File: src/rtl/retire_free_list_pkg.sv
// Shared sizing and commit-lane type for the retirement map / free-list block.
package retire_free_list_pkg;
    localparam int DISPATCH_WIDTH       = 2;
    localparam int PHYS_REGS            = 64;
    localparam int PHYS_REGS_ADDR_WIDTH = 6;
    localparam int ARCH_REGS            = 32;
    localparam int ARCH_ADDR_WIDTH      = 5;
    localparam int FREE_REGS            = PHYS_REGS - ARCH_REGS;

    typedef logic [PHYS_REGS_ADDR_WIDTH-1:0] phys_t;
    typedef logic [ARCH_ADDR_WIDTH-1:0]      arch_t;
    typedef logic [PHYS_REGS_ADDR_WIDTH:0]   count_t;

    typedef struct packed {
        logic  en;
        phys_t phys_rd;
        arch_t arch_rd;
    } commit_lane_t;
endpackage

File: src/rtl/retire_free_list_free_list_fifo.sv
// Multi-push / multi-pop circular free list; lanes are compacted so set
// request bits map onto consecutive slots starting at head (pop) or tail (push).
module free_list_fifo
    import retire_free_list_pkg::*;
(
    input  logic                                                clk,
    input  logic                                                rst,
    input  logic [DISPATCH_WIDTH-1:0]                           push_en,
    input  logic [DISPATCH_WIDTH-1:0][PHYS_REGS_ADDR_WIDTH-1:0] push_data,
    input  logic [DISPATCH_WIDTH-1:0]                           pop_req,
    output logic                                                ready,
    output logic [DISPATCH_WIDTH-1:0][PHYS_REGS_ADDR_WIDTH-1:0] pop_data,
    output logic [PHYS_REGS_ADDR_WIDTH:0]                       count
);
    phys_t  mem [PHYS_REGS];
    phys_t  head, tail, head_next, tail_next, pop_ptr, push_ptr;
    phys_t  push_slot [DISPATCH_WIDTH];
    count_t n_pop, n_push, count_next;

    assign ready = (count >= count_t'(DISPATCH_WIDTH));

    // NOTE: pop_ptr/push_ptr are blocking running offsets, so each lane sees the sum of earlier lanes.
    always_comb begin
        pop_ptr = head;
        n_pop   = '0;
        for (int w = 0; w < DISPATCH_WIDTH; w++) begin
            pop_data[w] = mem[pop_ptr];
            if (pop_req[w]) begin
                pop_ptr = pop_ptr + phys_t'(1);
                n_pop   = n_pop + count_t'(1);
            end
        end
        if (!ready) begin
            pop_ptr = head;
            n_pop   = '0;
        end
        head_next = pop_ptr;
    end

    always_comb begin
        push_ptr = tail;
        n_push   = '0;
        for (int w = 0; w < DISPATCH_WIDTH; w++) begin
            push_slot[w] = push_ptr;
            if (push_en[w]) begin
                push_ptr = push_ptr + phys_t'(1);
                n_push   = n_push + count_t'(1);
            end
        end
        tail_next = push_ptr;
    end

    assign count_next = count + n_push - n_pop;

    // NOTE: the storage is reset because its initial contents (the free registers) are architecturally visible.
    always_ff @(posedge clk or negedge rst) begin
        if (!rst) begin
            head  <= '0;
            tail  <= phys_t'(FREE_REGS);
            count <= count_t'(FREE_REGS);
            for (int i = 0; i < PHYS_REGS; i++)
                mem[i] <= (i < FREE_REGS) ? phys_t'(i + ARCH_REGS) : '0;
        end else begin
            head  <= head_next;
            tail  <= tail_next;
            count <= count_next;
            for (int w = 0; w < DISPATCH_WIDTH; w++)
                if (push_en[w]) mem[push_slot[w]] <= push_data[w];
        end
    end

    // Occupancy can never legally exceed the non-architectural registers or go negative.
    free_count_bounds: assert property (@(posedge clk) disable iff (!rst)
        ((count + n_push) >= n_pop) && (count_next <= count_t'(FREE_REGS)));
endmodule

File: src/rtl/retire_free_list.sv
// Retirement rename map fed by ROB commits; displaced mappings are recycled
// through the free-list FIFO to the rename stage.
module retire_free_list
    import retire_free_list_pkg::*;
(
    input  logic                                                clk,
    input  logic                                                rst,
    input  logic [DISPATCH_WIDTH-1:0]                           commit_en,
    input  logic [DISPATCH_WIDTH-1:0][PHYS_REGS_ADDR_WIDTH-1:0] commit_phys_rd,
    input  logic [DISPATCH_WIDTH-1:0][4:0]                      commit_arch_rd,
    input  logic [DISPATCH_WIDTH-1:0]                           alloc_req,
    output logic                                                alloc_ready,
    output logic [DISPATCH_WIDTH-1:0][PHYS_REGS_ADDR_WIDTH-1:0] alloc_phys_rd,
    output logic [PHYS_REGS_ADDR_WIDTH:0]                       free_count,
    input  logic [4:0]                                          dbg_arch_addr,
    output logic [PHYS_REGS_ADDR_WIDTH-1:0]                     dbg_phys
);
    commit_lane_t [DISPATCH_WIDTH-1:0]                    lane;
    phys_t                                                rrat      [ARCH_REGS];
    phys_t                                                rrat_next [ARCH_REGS];
    logic [DISPATCH_WIDTH-1:0]                            push_en;
    logic [DISPATCH_WIDTH-1:0][PHYS_REGS_ADDR_WIDTH-1:0]  push_data;

    // Lanes walk a working copy of the map so a later lane frees an earlier lane's mapping.
    always_comb begin
        rrat_next = rrat;
        push_en   = '0;
        push_data = '0;
        for (int w = 0; w < DISPATCH_WIDTH; w++) begin
            lane[w] = '{en: commit_en[w], phys_rd: commit_phys_rd[w], arch_rd: commit_arch_rd[w]};
            if (lane[w].en && (lane[w].arch_rd != '0)) begin
                push_en[w]                   = 1'b1;
                push_data[w]                 = rrat_next[lane[w].arch_rd];
                rrat_next[lane[w].arch_rd]   = lane[w].phys_rd;
            end
        end
    end

    always_ff @(posedge clk or negedge rst) begin
        if (!rst) begin
            for (int i = 0; i < ARCH_REGS; i++) rrat[i] <= phys_t'(i);
        end else begin
            rrat <= rrat_next;
        end
    end

    assign dbg_phys = rrat[dbg_arch_addr];

    free_list_fifo u_fifo (
        .clk       (clk),
        .rst       (rst),
        .push_en   (push_en),
        .push_data (push_data),
        .pop_req   (alloc_req),
        .ready     (alloc_ready),
        .pop_data  (alloc_phys_rd),
        .count     (free_count)
    );
endmodule

File: config.mk
export PLATFORM = sky130hd
export DESIGN_NAME = retire_free_list
export DESIGN_NICKNAME = d
export VERILOG_FILES = /design/src/rtl/retire_free_list_pkg.sv /design/src/rtl/retire_free_list_free_list_fifo.sv /design/src/rtl/retire_free_list.sv
export SDC_FILE = /design/constraint.sdc
export NUM_CORES = 2
export LEC_CHECK = 0
export CORE_UTILIZATION = 40
export DETAILED_ROUTE_END_ITERATION = 8
export GPL_TIMING_DRIVEN = 0
export SYNTH_ARGS = -nofsm -noshare
export SYNTH_HDL_FRONTEND = slang
export SYNTH_HIERARCHICAL = 1
export SYNTH_SLANG_ARGS = --single-unit
File: constraint.sdc
create_clock -name clk -period 12 [get_ports clk]
set_input_delay 3.6 -clock clk [delete_from_list [all_inputs] [get_ports clk]]
set_output_delay 3.6 -clock clk [all_outputs]
set_load 0.03 [all_outputs]
* Yosys cells after proc, flatten, opt, wreduce, memory -nomap -nowiden
Index checks and enable logic that the tools add are counted.
** Word-level totals
- Register bits :: 595
- Bits of input ports :: 33
- Output and inout bits :: 26
** Operators by class
- Add/sub/neg operators :: 8
- Magnitude comparators :: 12
- Mux-type cells :: 44
- Bitwise operators :: 7
- Reductions and logical operators :: 8
** Operator list (count)
- $bwmux W384 :: 2
- $mux W384 :: 2
- $bwmux W192 :: 2
- $mux W192 :: 2
- $mux W6 :: 20
- $bmux W6 S5 :: 3
- $bmux W6 S6 :: 2
- $demux W6 S6 :: 2
- $demux W6 S5 :: 2
- $ge A7 B7 Y1 const B :: 4
- $not A6 Y7 :: 4
- $add A6 B1 Y6 const B :: 4
- $mux W7 :: 3
- $ge A6 B6 Y1 const B :: 3
- $not A5 Y6 :: 3
- $lt A7 B1 Y1 const B :: 2
- $lt A6 B1 Y1 const B :: 2
- $reduce_bool A5 Y1 :: 2
- $add A7 B7 Y7 :: 1
- $ge A7 B2 Y1 const B :: 1
- $sub A7 B7 Y7 :: 1
- $logic_and A1 B1 Y1 :: 6
- $add A1 B1 Y2 const B :: 2
- $mux W1 :: 4

* Logic depth before layout (Yosys ltp)
- Depth after elaboration :: 13
- Gate-level depth with buffers :: 18
- Gate-level depth less buffers :: 17

* By module
The synthesis kept the hierarchy.
** By module, submodules not included
- free_list_fifo :: times used 1, cells each 2912, area each 26791.9 um^2
- retire_free_list :: times used 1, cells each 1571, area each 14920.6 um^2

* Worst setup path before layout
OpenSTA, ideal clock, no wires.
- Path kind :: input-to-output
- From :: in alloc_req[0]
- To :: out alloc_phys_rd[11] (netlist bit)
- Arrival time :: 6089 ps
- Required time :: 8400 ps
- Path slack :: 2311 ps
- Stages on the path :: 10
- Buffers on the path :: 4
- Path through :: buf_6 buf_6 or3b_1 nand2_2 buf_4 buf_4 a22oi_1 a311oi_1 nor3_1 nor4_1
** RTL lines
- start: declaration :: RTL line retire_free_list.sv:11 : input logic [DISPATCH_WIDTH-1:0] alloc_req,
- end: declaration :: RTL line retire_free_list.sv:13 : output logic [DISPATCH_WIDTH-1:0][PHYS_REGS_ADDR_WIDTH-1:0] alloc_phys_rd,

==> flow_metrics.py <==
metrics = {
    "layout": {
        "post_route_cells_drive_above_1_share_pct": 16.0,
        "final_net_count": 4678,
        "final_cell_mix": "602 x mux2i_1, 519 x nand2_1, 468 x nor2_1",
        "syn_to_final_growth_pct": 12.7,
        "most_common_library_cell_in_the_layout_ignoring_fill_and_taps": "mux2i_1",
        "post-route-cell-area_sq_um": 47000,
        "fillCellCount": 10100,
    },
    "cts": {
        "tritoncts": "yes",
        "h-tree-depth": 3,
        "clkSinkCount": 595,
        "ctsHoldBuffers": 0,
        "later_pin_clock_latency_in_the_skew_report_ns": 0.70,
        "number_of_cts_inserted_buffers": 75,
        "cts.clk_slew.worst_paths_ns": 0.06,
        "max-clock-path-buffers": 3,
        "clock_tree.root_cell": "clkbuf_16",
    },
    "global_routing": {
        "total_global_routing_track_utilization_pct": 48.9,
        "antenna_found_initial": 33,
        "grt_start_max_net_pins": 112,
        "grtUsageMet3_pct": 20.5,
        "vias_in_the_first_global_route": 39700,
        "fraction_of_met1_tracks_used_by_global_routing_pct": 62.5,
        "globalRouteMet2Util_pct": 66.3,
        "grt_most_used_layer": "met2",
        "overflow": 0,
        "grt_pass1_wl_mm": 352,
    },
    "sta": {
        "drv_slew": 208,
        "final.hold.worst_slack_ns": 0.518,
        "worst_slew_pin_slew_ns": 1.83,
        "slew_headroom_pct": -21.9,
        "finalCriticalPeriod_ns": 12.25,
        "max_freq_mhz": 81.7,
        "grt_setup_unrepaired": "false",
        "timing.final.crit_share_pct": 102,
        "skew_ns": 0.0500,
        "finalWorstSetupSlack_ns": -0.247,
        "setup_viol": 5,
        "final-hold-violation-count": 0,
    },
    "pwr": {
        "leakage_component_of_the_power_nw": 19.7,
        "ir_drop_uv": 181,
        "report.power.total_w": 0.0129,
        "p_per_area_nw_per_um2": 275,
    },
    "logic_synthesis": {
        "simple_logic_cell_fraction_of_the_synthesized_area_pct": 14.2,
        "synth_area_sq_um": 41700,
        "post_synth_num_cell_types": 109,
        "post_synth_xor_area_fraction_pct": 0.774,
        "synth_top_family_by_area": "multiplexers",
        "synth.avg_cell_area_sq_um": 9.30,
        "seq_area_frac_synth_pct": 36.3,
        "synth_compound_area_share_pct": 18.0,
        "yosysWarnings": 6,
        "synth_adder_area_share_pct": 0.666,
        "postSynthNetCount": 4537,
        "synth-seq-cells": 595,
        "syn-instance-count": 4483,
        "synth-main-ff-cell": "dfrtp_1",
        "postSynth.asyncResetShare_pct": 100,
        "post_synth_mux_area_share_pct": 25.1,
        "synth-edff-count": 0,
    },
    "floorplan": {
        "floorplan.initialDensity_pct": 40.3,
        "pin_count": 59,
        "placement_rows": 118,
        "die-height_microns": 325,
        "floorplan.die_area_sq_um": 106000,
        "coreArea_sq_um": 103000,
        "die_x_microns": 325,
    },
    "job": {
        "cap_violations": 22,
    },
    "outcome": {
        "outcome": "finished with violations",
        "violations": "capacitance limit, slew limit, setup timing",
    },
    "placed_design": {
        "placement.io_buffers": 52,
        "dpl_cell_area_sq_um": 44200,
        "hpwlAfterDp_mm": 199,
        "finalWeightedCongestion": 1.10,
    },
    "worst_setup_path": {
        "r2r_setup_slack_ns": 7.01,
        "worstSetupEndpointType": "output pin",
        "criticalPathCategory": "primary input to output pin",
        "reg2reg_to": "u_fifo/mem[118]$_DFF_PN0_",
        "cp_data_arrival_time_ns": 8.65,
        "timing.critical_path.required_ns": 8.40,
        "worstPathMaxFanout": 10,
        "regToRegStartpoint": "rrat[34]$_DFF_PN1_",
        "worst_setup_path_start_kind": "primary input",
        "cell_depth_of_the_worst_flop_to_flop_path": 9,
    },
    "drt": {
        "viasPerCell": 7.16,
        "post-route-drc-count": 0,
        "dr.pass1.iters": 8,
        "routed_wire_length_per_instance_microns": 43.4,
        "ant_nets": 0,
        "vias": 43600,
        "first_iter_violations": 7409,
        "wl_mm": 264,
    },
    "worst_hold_path": {
        "min-delay-start": "rrat[189]$_DFF_PN0_",
        "whs_path_depth": 1,
        "min_delay_worst_endpoint": "rrat[189]$_DFF_PN0_",
        "hold_path_class": "flip-flop to flip-flop",
    },
}
==> power breakdown <==
part	switching [W]	internal (W)
logic	0.00458	0.00206
clock network	0.00102	0.00144
registers	0.000932	0.00288
==> worst max path at each step <==
stage,startpoint,end
floorplan,alloc_req[0],alloc_phys_rd[11]
global placement,rst,u_fifo/mem[266]$_DFF_PN0_
detailed placement,alloc_req[0],alloc_phys_rd[10]
CTS,alloc_req[0],alloc_phys_rd[9]
global route,alloc_req[0],alloc_phys_rd[7]
finish,alloc_req[0],alloc_phys_rd[9]
==> worst max-delay path, cell delays in order <==
cell and delay, ns:
clkdlybuf4s50_1 0.70, buf_6 0.23, buf_6 0.16, buf_6 0.16, nand4_1 0.16, xor2_1 1.05
nand2_1 0.57, a211oi_1 1.02, or4_1 0.28, clkdlybuf4s50_1 0.69
==> cell usage after synthesis, drive strengths merged (20+ instances only) <==
cell,instances,area share [%]
a211oi,31,0.56
nand2,523,4.7
buf,159,2.1
a221oi,24,0.50
and3,30,0.45
nor3,37,0.46
mux2i,602,14
o22ai,73,1.1
nand2b,24,0.36
o221ai,64,1.3
dfrtp,401,24
nand3,99,1.2
clkbuf,287,2.6
o21ai,391,4.7
a22oi,81,1.5
inv,27,0.24
xnor2,23,0.55
mux4,178,9.6
a311oi,20,0.42
a31oi,62,0.93
mux2,38,1.0
nor2,480,4.4
dfstp,194,12
nand4,22,0.34
a21oi,302,3.6
==> repair_timing <==
item	4_1_cts	5_1_grt
gates resized for setup	12	4
buffers inserted	1	0
pin swaps	1	0
cloned	0	0
endpoints found under the setup margin	5	3
==> state kept, by name (all words and copies together), names as in the netlist <==
register,cells
u_fifo/mem,384
u_fifo/head,6
rrat,192
u_fifo/tail,6
u_fifo/count,7
==> stage by stage <==
step / util [%] / std cells / setup WS, ns / TNS [ns]
2_1_floorplan: - / 4483 / 2.31 / 0
3_3_place_gp: 42.5 / 5915 / -21.55 / -
3_5_place_dp: 42.7 / 5926 / -0.722 / -2.11
4_1_cts: 45.3 / 6065 / 0.00851 / 0
5_1_grt: 45.4 / 6065 / 0.0229 / 0
6_report: 45.4 / 6083 / -0.247 / -1.04
==> routing by layer <==
| metal | routed length (microns) | share of wire [%] | vias up |
|---|---|---|---|
| li1 | - | - | 17000 |
| met3 | 38600 | 15 | 999 |
| met4 | 22100 | 8.4 | 26 |
| met1 | 98800 | 37 | 21800 |
| met2 | 104000 | 40 | 3799 |
| met5 | 190 | 0.072 | - |
==> layout make-up <==
| cell class | instances | area (sq um) | area share [%] |
|---|---|---|---|
| clock inverter | 25 | 364 | 0.775 |
| tap | 1380 | 1730 | 3.67 |
| inverter | 29 | 109 | 0.232 |
| timing repair buffer | 65 | 802 | 1.71 |
| multi-input combinational | 3413 | 24600 | 52.4 |
| clock buffer | 113 | 2220 | 4.73 |
| buffer | 445 | 1980 | 4.22 |
| sequential | 595 | 15100 | 32.2 |
| antenna | 18 | 45.0 | 0.0959 |
==> logic make-up (layout without fill, tap and decap cells) <==
kind of cell,Yosys count,after routing
mux,818,818
flops,595,595
simple gates,1338,1338
xor+xnor,33,33
buf+inv,475,677
fa+ha+maj,21,21
compound gates,1203,1203
other cells,0,18
Note: power is estimated with default switching activity, not from simulation.
